[config.mk]
export PLATFORM = sky130hd
export DESIGN_NAME = spi_ahb_loader
export DESIGN_NICKNAME = d
export VERILOG_FILES = /design/src/rtl/spi_ahb_loader.sv
export SDC_FILE = /design/constraint.sdc
export NUM_CORES = 1
export LEC_CHECK = 0
export CORE_ASPECT_RATIO = 0.6
export CORE_UTILIZATION = 59
export DETAILED_ROUTE_END_ITERATION = 8
export HOLD_SLACK_MARGIN = 0.02
export PLACE_DENSITY_LB_ADDON = 0.1
export REMOVE_ABC_BUFFERS = 1
export SYNTH_ARGS = -nofsm -noshare
export SYNTH_HDL_FRONTEND = slang
export SYNTH_SLANG_ARGS = --single-unit
[constraint.sdc]
create_clock -name clk -period 4.7 [get_ports clk]
set_input_delay 0.94 -clock clk [delete_from_list [all_inputs] [get_ports clk]]
set_output_delay 0.94 -clock clk [all_outputs]
set_load 0.01 [all_outputs]
[src/rtl/spi_ahb_loader.sv]
// rtl/spi_ahb_loader.sv - SPI slave (mode 0) to AHB-Lite single-beat master loader bridge
module spi_ahb_loader #(
    parameter int CLK_PER_SCLK_MIN = 8
) (
    input  logic        clk,
    input  logic        reset,
    input  logic        sclk,
    input  logic        cs_n,
    input  logic        mosi,
    output logic        miso,
    output logic        SPI_change,
    output logic [31:0] spi_haddr,
    output logic [31:0] spi_hwdata,
    output logic [1:0]  spi_htrans,
    output logic        spi_hwrite,
    output logic [2:0]  spi_hsize,
    output logic [2:0]  spi_hburst,
    output logic [3:0]  spi_hprot,
    output logic        spi_hmastlock,
    input  logic [31:0] spi_hrdata,
    input  logic        spi_hready,
    input  logic        spi_hresp,
    output logic        err
);
    if (CLK_PER_SCLK_MIN < 4) begin : g_sclk_ratio_check
        $error("CLK_PER_SCLK_MIN too small for synchronizer latency");
    end

    localparam logic [7:0] CMD_WRITE  = 8'h02;
    localparam logic [7:0] CMD_READ   = 8'h03;
    localparam logic [7:0] CMD_STATUS = 8'h05;

    typedef enum logic [2:0] {
        F_IDLE, F_CMD, F_ADDR, F_WDATA, F_RDUMMY, F_RDATA, F_STAT, F_IGNORE
    } f_state_t;
    typedef enum logic [1:0] {A_IDLE, A_ADDR, A_DATA} a_state_t;

    f_state_t f_state, f_next;
    a_state_t a_state, a_next;

    logic [1:0]  sclk_sync, cs_sync, mosi_sync;
    logic        sclk_d, cs_d;
    logic        sclk_rise, sclk_fall, cs_rise, cs_fall;
    logic [31:0] sr, shift_in, osr, rbuf, wbuf, a_addr;
    logic [7:0]  cmd;
    logic [4:0]  bit_cnt, out_cnt;
    logic        req, ovr, busy, issue, xfer_done;
    logic        cmd_done, addr_done, word_done, dummy_done, stat_done, pf_issue;

    assign sclk_rise = sclk_sync[1] & ~sclk_d;
    assign sclk_fall = ~sclk_sync[1] & sclk_d;
    assign cs_rise   = cs_sync[1] & ~cs_d;
    assign cs_fall   = ~cs_sync[1] & cs_d;
    assign shift_in  = {sr[30:0], mosi_sync[1]};

    assign busy      = req || (a_state != A_IDLE);
    // cs_sync[1] high means the frame has ended: nothing new may start.
    assign issue     = (a_state == A_IDLE) && req && !cs_sync[1];
    assign xfer_done = (a_state == A_DATA) && spi_hready;

    assign spi_htrans    = (a_state == A_ADDR) ? 2'b10 : 2'b00;
    assign spi_haddr     = a_addr;
    assign spi_hwdata    = wbuf;
    assign spi_hsize     = 3'b010;
    assign spi_hburst    = 3'b000;
    assign spi_hprot     = 4'b0011;
    assign spi_hmastlock = 1'b0;

    always_comb begin
        f_next     = f_state;
        cmd_done   = 1'b0;
        addr_done  = 1'b0;
        word_done  = 1'b0;
        dummy_done = 1'b0;
        stat_done  = 1'b0;
        if (cs_rise) begin
            f_next = F_IDLE;
        end else if (cs_fall) begin
            f_next = F_CMD;
        end else if (sclk_rise) begin
            case (f_state)
                F_CMD: if (bit_cnt == 5'd7) begin
                    cmd_done = 1'b1;
                    if (shift_in[7:0] == CMD_WRITE || shift_in[7:0] == CMD_READ ||
                        shift_in[7:0] == CMD_STATUS)
                        f_next = F_ADDR;
                    else
                        f_next = F_IGNORE;
                end
                F_ADDR: if (bit_cnt == 5'd31) begin
                    addr_done = 1'b1;
                    if (cmd == CMD_WRITE)     f_next = F_WDATA;
                    else if (cmd == CMD_READ) f_next = F_RDUMMY;
                    else                      f_next = F_STAT;
                end
                F_WDATA:  word_done = (bit_cnt == 5'd31);
                F_RDUMMY: if (bit_cnt == 5'd7) begin
                    dummy_done = 1'b1;
                    f_next     = F_RDATA;
                end
                F_STAT: if (bit_cnt == 5'd7) begin
                    stat_done = 1'b1;
                    f_next    = F_IGNORE;
                end
                default: ;
            endcase
        end
    end

    // Prefetch the next word once the last bit of the current one is on MISO.
    assign pf_issue = sclk_fall && !cs_rise && !cs_fall && (f_state == F_RDATA) &&
                      (out_cnt == 5'd31);

    always_comb begin
        a_next = a_state;
        case (a_state)
            A_IDLE: if (issue) a_next = A_ADDR;
            A_ADDR: a_next = A_DATA;
            A_DATA: if (spi_hready) a_next = A_IDLE;
            default: a_next = A_IDLE;
        endcase
    end

    always_ff @(posedge clk) begin
        if (reset) begin
            sclk_sync <= 2'b00;
            cs_sync   <= 2'b11;
            mosi_sync <= 2'b00;
            sclk_d    <= 1'b0;
            cs_d      <= 1'b1;
            f_state   <= F_IDLE;
            a_state   <= A_IDLE;
        end else begin
            sclk_sync <= {sclk_sync[0], sclk};
            cs_sync   <= {cs_sync[0], cs_n};
            mosi_sync <= {mosi_sync[0], mosi};
            sclk_d    <= sclk_sync[1];
            cs_d      <= cs_sync[1];
            f_state   <= f_next;
            a_state   <= a_next;
        end
    end

    always_ff @(posedge clk) begin
        if (reset) begin
            sr         <= '0;
            osr        <= '0;
            rbuf       <= '0;
            wbuf       <= '0;
            a_addr     <= '0;
            cmd        <= '0;
            bit_cnt    <= '0;
            out_cnt    <= '0;
            req        <= 1'b0;
            ovr        <= 1'b0;
            err        <= 1'b0;
            miso       <= 1'b0;
            spi_hwrite <= 1'b0;
            SPI_change <= 1'b0;
        end else begin
            if (sclk_rise)
                sr <= shift_in;
            if (cs_rise || cs_fall)
                bit_cnt <= '0;
            else if (sclk_rise)
                bit_cnt <= (cmd_done || addr_done || dummy_done) ? 5'd0 : bit_cnt + 5'd1;
            if (cmd_done)
                cmd <= shift_in[7:0];

            if (addr_done)
                a_addr <= shift_in;
            else if (xfer_done)
                a_addr <= a_addr + 32'd4;

            if (xfer_done && !spi_hwrite)
                rbuf <= spi_hrdata;

            if (stat_done) begin
                err <= 1'b0;
                ovr <= 1'b0;
            end
            if (xfer_done && spi_hresp)
                err <= 1'b1;

            if (cs_rise) begin
                req <= 1'b0;
            end else begin
                if (issue)
                    req <= 1'b0;
                if (addr_done && cmd == CMD_READ) begin
                    req        <= 1'b1;
                    spi_hwrite <= 1'b0;
                end
                if (word_done) begin
                    if (busy) begin
                        ovr <= 1'b1;
                    end else begin
                        req        <= 1'b1;
                        spi_hwrite <= 1'b1;
                        wbuf       <= shift_in;
                    end
                end
                if (pf_issue && !busy) begin
                    req        <= 1'b1;
                    spi_hwrite <= 1'b0;
                end
            end

            if (addr_done && cmd == CMD_STATUS)
                osr <= {6'b0, ovr, err, 24'h0};

            if (cs_rise || cs_fall) begin
                miso    <= 1'b0;
                out_cnt <= '0;
            end else if (sclk_fall) begin
                case (f_state)
                    F_RDATA: begin
                        if (out_cnt == 5'd0) begin
                            miso <= rbuf[31];
                            osr  <= {rbuf[30:0], 1'b0};
                        end else begin
                            miso <= osr[31];
                            osr  <= {osr[30:0], 1'b0};
                        end
                        out_cnt <= out_cnt + 5'd1;
                    end
                    F_STAT: begin
                        miso <= osr[31];
                        osr  <= {osr[30:0], 1'b0};
                    end
                    default: miso <= 1'b0;
                endcase
            end

            if (cs_fall)
                SPI_change <= 1'b1;
            else if (cs_sync[1] && a_state == A_IDLE && !req)
                SPI_change <= 1'b0;
        end
    end
endmodule
==> flow_metrics.py, run 1 <==
metrics = {
    "run_status": {
        "status": "finished, final reports clean",
    },
    "synth": {
        "synth-seq-cells": 196,
        "synth_cell_types": 59,
        "synthesis.area_mm2": 0.00840,
        "yosys_warnings": 0,
        "async_flop_share": 0,
        "ys_seq_area_frac": 0.467,
        "synth_area_per_cell_um2": 8.44,
        "synth_edf_count": 0,
        "yosys_most_used_dff": "dfxtp_1",
        "syn_inst": 995,
    },
    "cts": {
        "clkSinkCount": 196,
        "cts_hold_buf": 0,
        "cts_root_buf": "clkbuf_16",
        "tritoncts": "yes",
        "clk_pin_slew_ps": 70,
        "cts-buffers-inserted": 17,
        "cts_setup_buffers": 0,
        "clk_latency_ps": 430,
        "cts_resized": 0,
        "cts_max_level": 4,
        "cts.path.max_buffers": 2,
    },
    "timing": {
        "rsz0062_at_grt": "false",
        "finalHoldViolations": 0,
        "fmax_ghz": 0.365,
        "final_max_slew_viol_count": 0,
        "tns_ps": 0,
        "period_share": 0.582,
        "setup_viol": 0,
        "min_period_ps": 2740,
        "worst_pin_slew_ps": 1040,
        "clock_skew_ps": 13.8,
        "slew_headroom": 0.298,
        "fin_worst_hold_slack_ps": 414,
        "worst_slack_ps": 1960,
    },
    "power": {
        "ir_drop_v": 0.000259,
        "total_power_mw": 3.16,
        "power_density_mw_per_mm2": 315,
        "p_leak_nw": 3.62,
    },
    "layout": {
        "syn_to_final_growth_pct": 19.6,
        "mostFrequentLayoutCells": "nand2_1 (216), dfxtp_1 (196), a21oi_1 (132)",
        "fin_nets": 1107,
        "drive_gt1_frac": 0.0606,
        "diodes": 0,
        "final_common_cell": "nand2_1",
        "n_fill_cell": 1090,
        "register_area_mm2": 0.00392,
        "multi_input_area_mm2": 0.00413,
        "final_area_mm2": 0.0100,
    },
    "route": {
        "drt-initial-drc-count": 564,
        "drc": 0,
        "vias": 7048,
        "viasPerCell": 5.57,
        "dr.pass1.iters": 5,
        "ant_nets": 0,
        "drt_wl_total_mm": 19.1,
        "wl_per_cell_um": 15.1,
    },
    "setup_path": {
        "worst_setup_path_end_kind": "output pin",
        "worst_ep_arrival_time_ps": 1800,
        "crit_path_max_fanout": 9,
        "r2r_slack_ps": 2110,
        "crit_type": "flop to output pin",
        "crit_path_start_kind": "flop",
        "ff2ff_path_depth": 5,
        "rr_endpoint": "bit_cnt[2]",
        "crit-reg2reg-launch": "sclk_sync[1]",
        "required_ps": 3760,
    },
    "flow_run": {
        "maxCapViolCount": 0,
    },
    "die": {
        "die_x_um": 156,
        "start_util": 0.609,
        "ioPinCount": 120,
        "core_area_mm2": 0.0138,
        "die_h_um": 94.4,
        "die_area_mm2": 0.0147,
        "num_rows": 33,
    },
    "worst_hold_path": {
        "holdPathStages": 1,
        "worstHoldStart": "cs_sync[0]",
        "hold_class": "flop to flop",
        "min_to": "cs_sync[1]",
    },
    "placed_design": {
        "place_area_mm2": 0.00947,
        "dp_slack_ps": 1680,
        "gp_congestion": 0.877,
        "io_buffers": 107,
        "place_hpwl_mm": 12.0,
    },
    "global_route": {
        "grt.overflow.total": 0,
        "grt_pass1_wl_mm": 31.8,
        "grt_usage": 0.270,
        "grt_pass1_vias": 6244,
        "antenna_found_initial": 0,
        "grt_max_degree": 98,
    },
}
## flip-flops by register name, summed over array words and instances, names as in the netlist, 3 cells and up
register,cells
osr,32
spi_hwdata,32
rbuf,32
f_state,3
out_cnt,5
spi_haddr,32
cmd,8
sr,31
bit_cnt,5
## power breakdown
group / total, mW / switching (mW) / internal (mW)
registers: 1.67 / 0.00427 / 1.66
logic: 0.0967 / 0.0576 / 0.0390
clock network: 1.40 / 0.672 / 0.725
## routing by layer
layer  part of all wire  track usage  vias to the layer above
met5                  0            0                        -
met2               0.41        0.382                      233
li1                   -            -                     3515
met3              0.064       0.0408                       18
met4              0.010       0.0743                        0
met1               0.52        0.420                     3282
## through the flow
stage | cells | util
2_1_floorplan | 922 | -
3_3_place_gp | 1233 | 0.687
3_5_place_dp | 1233 | 0.687
4_1_cts | 1265 | 0.728
5_1_grt | 1265 | 0.728
6_report | 1265 | 0.728
## critical path, cell delays in order, from the launching register on
cell and delay, ps:
dfxtp_1 500, nor2b_1 290, clkdlybuf4s50_1 580
## kinds of logic after synthesis
| family | share of synthesized area |
|---|---|
| DFF | 0.467 |
| AOI/OAI and AO/OA | 0.156 |
| and+or+nand+nor | 0.225 |
| xor gates and xnor gates | 0.0375 |
| muxes | 0.0515 |
| buffers and inverters | 0.0507 |
| adders and majority gates | 0.0119 |
| other | 0.000894 |
## Yosys cell counts, drive strengths merged, types with 10 or more instances
| cell | count | area share |
|---|---|---|
| nand3 | 16 | 0.0095 |
| nand4 | 15 | 0.012 |
| nand2 | 216 | 0.097 |
| a21oi | 133 | 0.080 |
| mux2i | 41 | 0.049 |
| nor2b | 10 | 0.0074 |
| xor2 | 27 | 0.028 |
| nor2 | 95 | 0.042 |
| clkbuf | 53 | 0.024 |
| dfxtp | 196 | 0.47 |
| buf | 30 | 0.024 |
| o2bb2ai | 29 | 0.030 |
| a211oi | 30 | 0.027 |
## cell type report
class	count	area share
well taps	192	0.0239
clock inverters	13	0.0113
multi-input cells	720	0.411
inverters	6	0.00224
flip-flops and latches	196	0.391
repair buffers	119	0.115
clock buffers	19	0.0451
## worst max path at each step
stage	start	end	slack, ps	cells after the start
final	a_state[0]	spi_htrans[1]	1960	2
after global routing	sclk_sync[1]	bit_cnt[2]	1840	5
after CTS	a_state[0]	spi_htrans[1]	1960	2
after detailed placement	spi_hready	spi_haddr[15]	1680	6
after global placement	spi_hready	spi_haddr[29]	1740	6
after floorplan	sclk_sync[1]	bit_cnt[0]	300	4
Power figures use the tool's default switching activity.
==> run 2: changes to the inputs <==
- CORE_UTILIZATION: 59 -> 54
- clock period: 4.7 -> 2.67 ns (I/O delays scaled with it)
==> flow_metrics.py, run 2 (synthesized netlist as in run 1, its figures left out) <==
metrics = {
    "route": {
        "dr.pass1.iters": 5,
        "drc": 0,
        "vias": 7068,
        "ant_nets": 0,
        "wl_per_cell_um": 15.5,
        "drt-initial-drc-count": 600,
        "drt_wl_total_mm": 19.8,
        "viasPerCell": 5.52,
    },
    "setup_path": {
        "crit_path_max_fanout": 33,
        "required_ps": 2950,
        "worst_setup_path_end_kind": "flop",
        "crit_path_start_kind": "flop",
        "crit-reg2reg-launch": "bit_cnt[0]",
        "ff2ff_path_depth": 9,
        "crit_type": "flop to flop",
        "crit_chain": "ha_1 -> and3_1 -> ha_1 -> nor4b_4 -> nand4_1 -> or4_1 -> buf_4 -> nand2_1 -> a21oi_1",
        "rr_endpoint": "spi_hwdata[14]",
        "slowest_stage": "or4_1",
        "worst_ep_arrival_time_ps": 2790,
        "r2r_slack_ps": 160,
        "critical_path.most_common_cell": "ha_1",
        "cpPeakStageDelay_ps": 440,
    },
    "placed_design": {
        "io_buffers": 107,
        "gp_congestion": 0.868,
        "dp_slack_ps": 191,
        "place_hpwl_mm": 12.9,
        "post-place-cells": 1248,
    },
    "timing": {
        "worst_pin_slew_ps": 695,
        "clock_skew_ps": 16.0,
        "rsz0062_at_grt": "false",
        "tns_ps": 0,
        "min_period_ps": 2510,
        "finalHoldViolations": 0,
        "final_max_slew_viol_count": 0,
        "slew_headroom": 0.530,
        "fmax_ghz": 0.399,
        "period_share": 0.938,
        "worst_slack_ps": 164,
        "setup_viol": 0,
    },
    "worst_hold_path": {
        "holdPathStages": 1,
        "hold_class": "flop to flop",
        "worstHoldStart": "sclk_sync[0]",
        "min_to": "sclk_sync[1]",
    },
    "die": {
        "num_rows": 34,
        "ioPinCount": 120,
        "die_x_um": 163,
        "die_area_mm2": 0.0161,
        "die_h_um": 98.6,
        "core_area_mm2": 0.0148,
        "start_util": 0.566,
    },
    "layout": {
        "syn_to_final_growth_pct": 20.8,
        "drive_gt1_frac": 0.0674,
        "mostFrequentLayoutCells": "nand2_1 (216), dfxtp_1 (196), a21oi_1 (132)",
        "diodes": 0,
        "layoutNonFillerInstCount": 1281,
        "fin_nets": 1117,
        "fin_util": 0.683,
        "final_common_cell": "nand2_1",
    },
    "power": {
        "p_switching_mw": 1.30,
        "comb_power_share": 0.032,
        "power_density_mw_per_mm2": 554,
        "ir_drop_v": 0.000427,
        "p_leak_nw": 3.66,
        "p_sw_frac": 0.231,
        "clkPwrFrac": 0.446,
        "seqPwrFrac": 0.522,
        "cell_internal_pwr_mw": 4.32,
    },
    "global_route": {
        "grt_pass1_wl_mm": 33.4,
        "antenna_found_initial": 0,
        "grt_pass1_vias": 6533,
        "grt_max_degree": 64,
        "grt.overflow.total": 0,
        "grt_usage": 0.258,
    },
    "cts": {
        "cts_root_buf": "clkbuf_16",
        "cts-buffers-inserted": 17,
        "cts_max_level": 4,
        "clk_pin_slew_ps": 70,
        "cts.path.max_buffers": 2,
        "clk_latency_ps": 430,
        "tritoncts": "yes",
        "cts_hold_buf": 0,
        "cts_resized": 0,
        "clkSinkCount": 196,
    },
    "run_status": {
        "status": "finished, final reports clean",
    },
    "flow_run": {
        "maxCapViolCount": 0,
    },
}
[run 2: worst max-delay path by stage]
stage / from / to / slack, ps / cells after the start
2_1_floorplan: sclk_sync[1] / bit_cnt[0] / -1730 / 4
3_3_place_gp: bit_cnt[0] / spi_hwdata[1] / 240 / 9
3_5_place_dp: bit_cnt[0] / spi_hwdata[21] / 190 / 9
4_1_cts: bit_cnt[0] / spi_hwdata[14] / 160 / 9
5_1_grt: bit_cnt[0] / spi_hwdata[15] / 0.9 / 9
6_report: bit_cnt[0] / spi_hwdata[14] / 160 / 9
[run 2: what timing repair did]
item / in CTS / in global routing
setup buffers: 0 / 1
setup endpoints to repair: 0 / 11
hold endpoints to repair: 0 / 0
[run 2: per-stage QoR]
step           hold slack [ps]  power, mW  cell area [µm²]
3_3_place_gp               412       3.18             9570
3_5_place_dp               424       3.18             9570
2_1_floorplan              389       3.05             8030
6_report                   449       5.62            10100
4_1_cts                    440       5.66            10100
5_1_grt                    463       5.79            10100
[run 2: layer usage]
metal | routed length (µm) | track usage | vias to the layer above
li1 | - | - | 3545
met1 | 10400 | 0.402 | 3298
met2 | 8080 | 0.367 | 213
met3 | 1170 | 0.0404 | 12
met4 | 148 | 0.0640 | 0
met5 | 0 | 0 | -
[run 2: final cells by class]
cell class,count,area [µm²]
clock inverters,13,139
repair buffers,129,1260
multi-input cells,720,4120
well taps,198,248
fillers,1204,4700
clock buffers,19,433
flip-flops and latches,196,3920
inverters,6,22.5
[run 2: worst max-delay path: cells and delay by family, from the launching register on]
family	cells	cell delay, ps
compound gates	1	60
simple gates	5	1260
flops	1	370
buf+inv	1	260
fa+ha+maj	2	380
[run 2: power groups by stage]
stage | Sequential, mW | Combinational (mW) | Clock, mW
final | 2.94 | 0.177 | 2.51
after floorplan | 3.00 | 0.0523 | 0
after global routing | 2.94 | 0.194 | 2.66
after detailed placement | 3.00 | 0.176 | 0
after CTS | 2.94 | 0.177 | 2.54
after global placement | 3.00 | 0.175 | 0
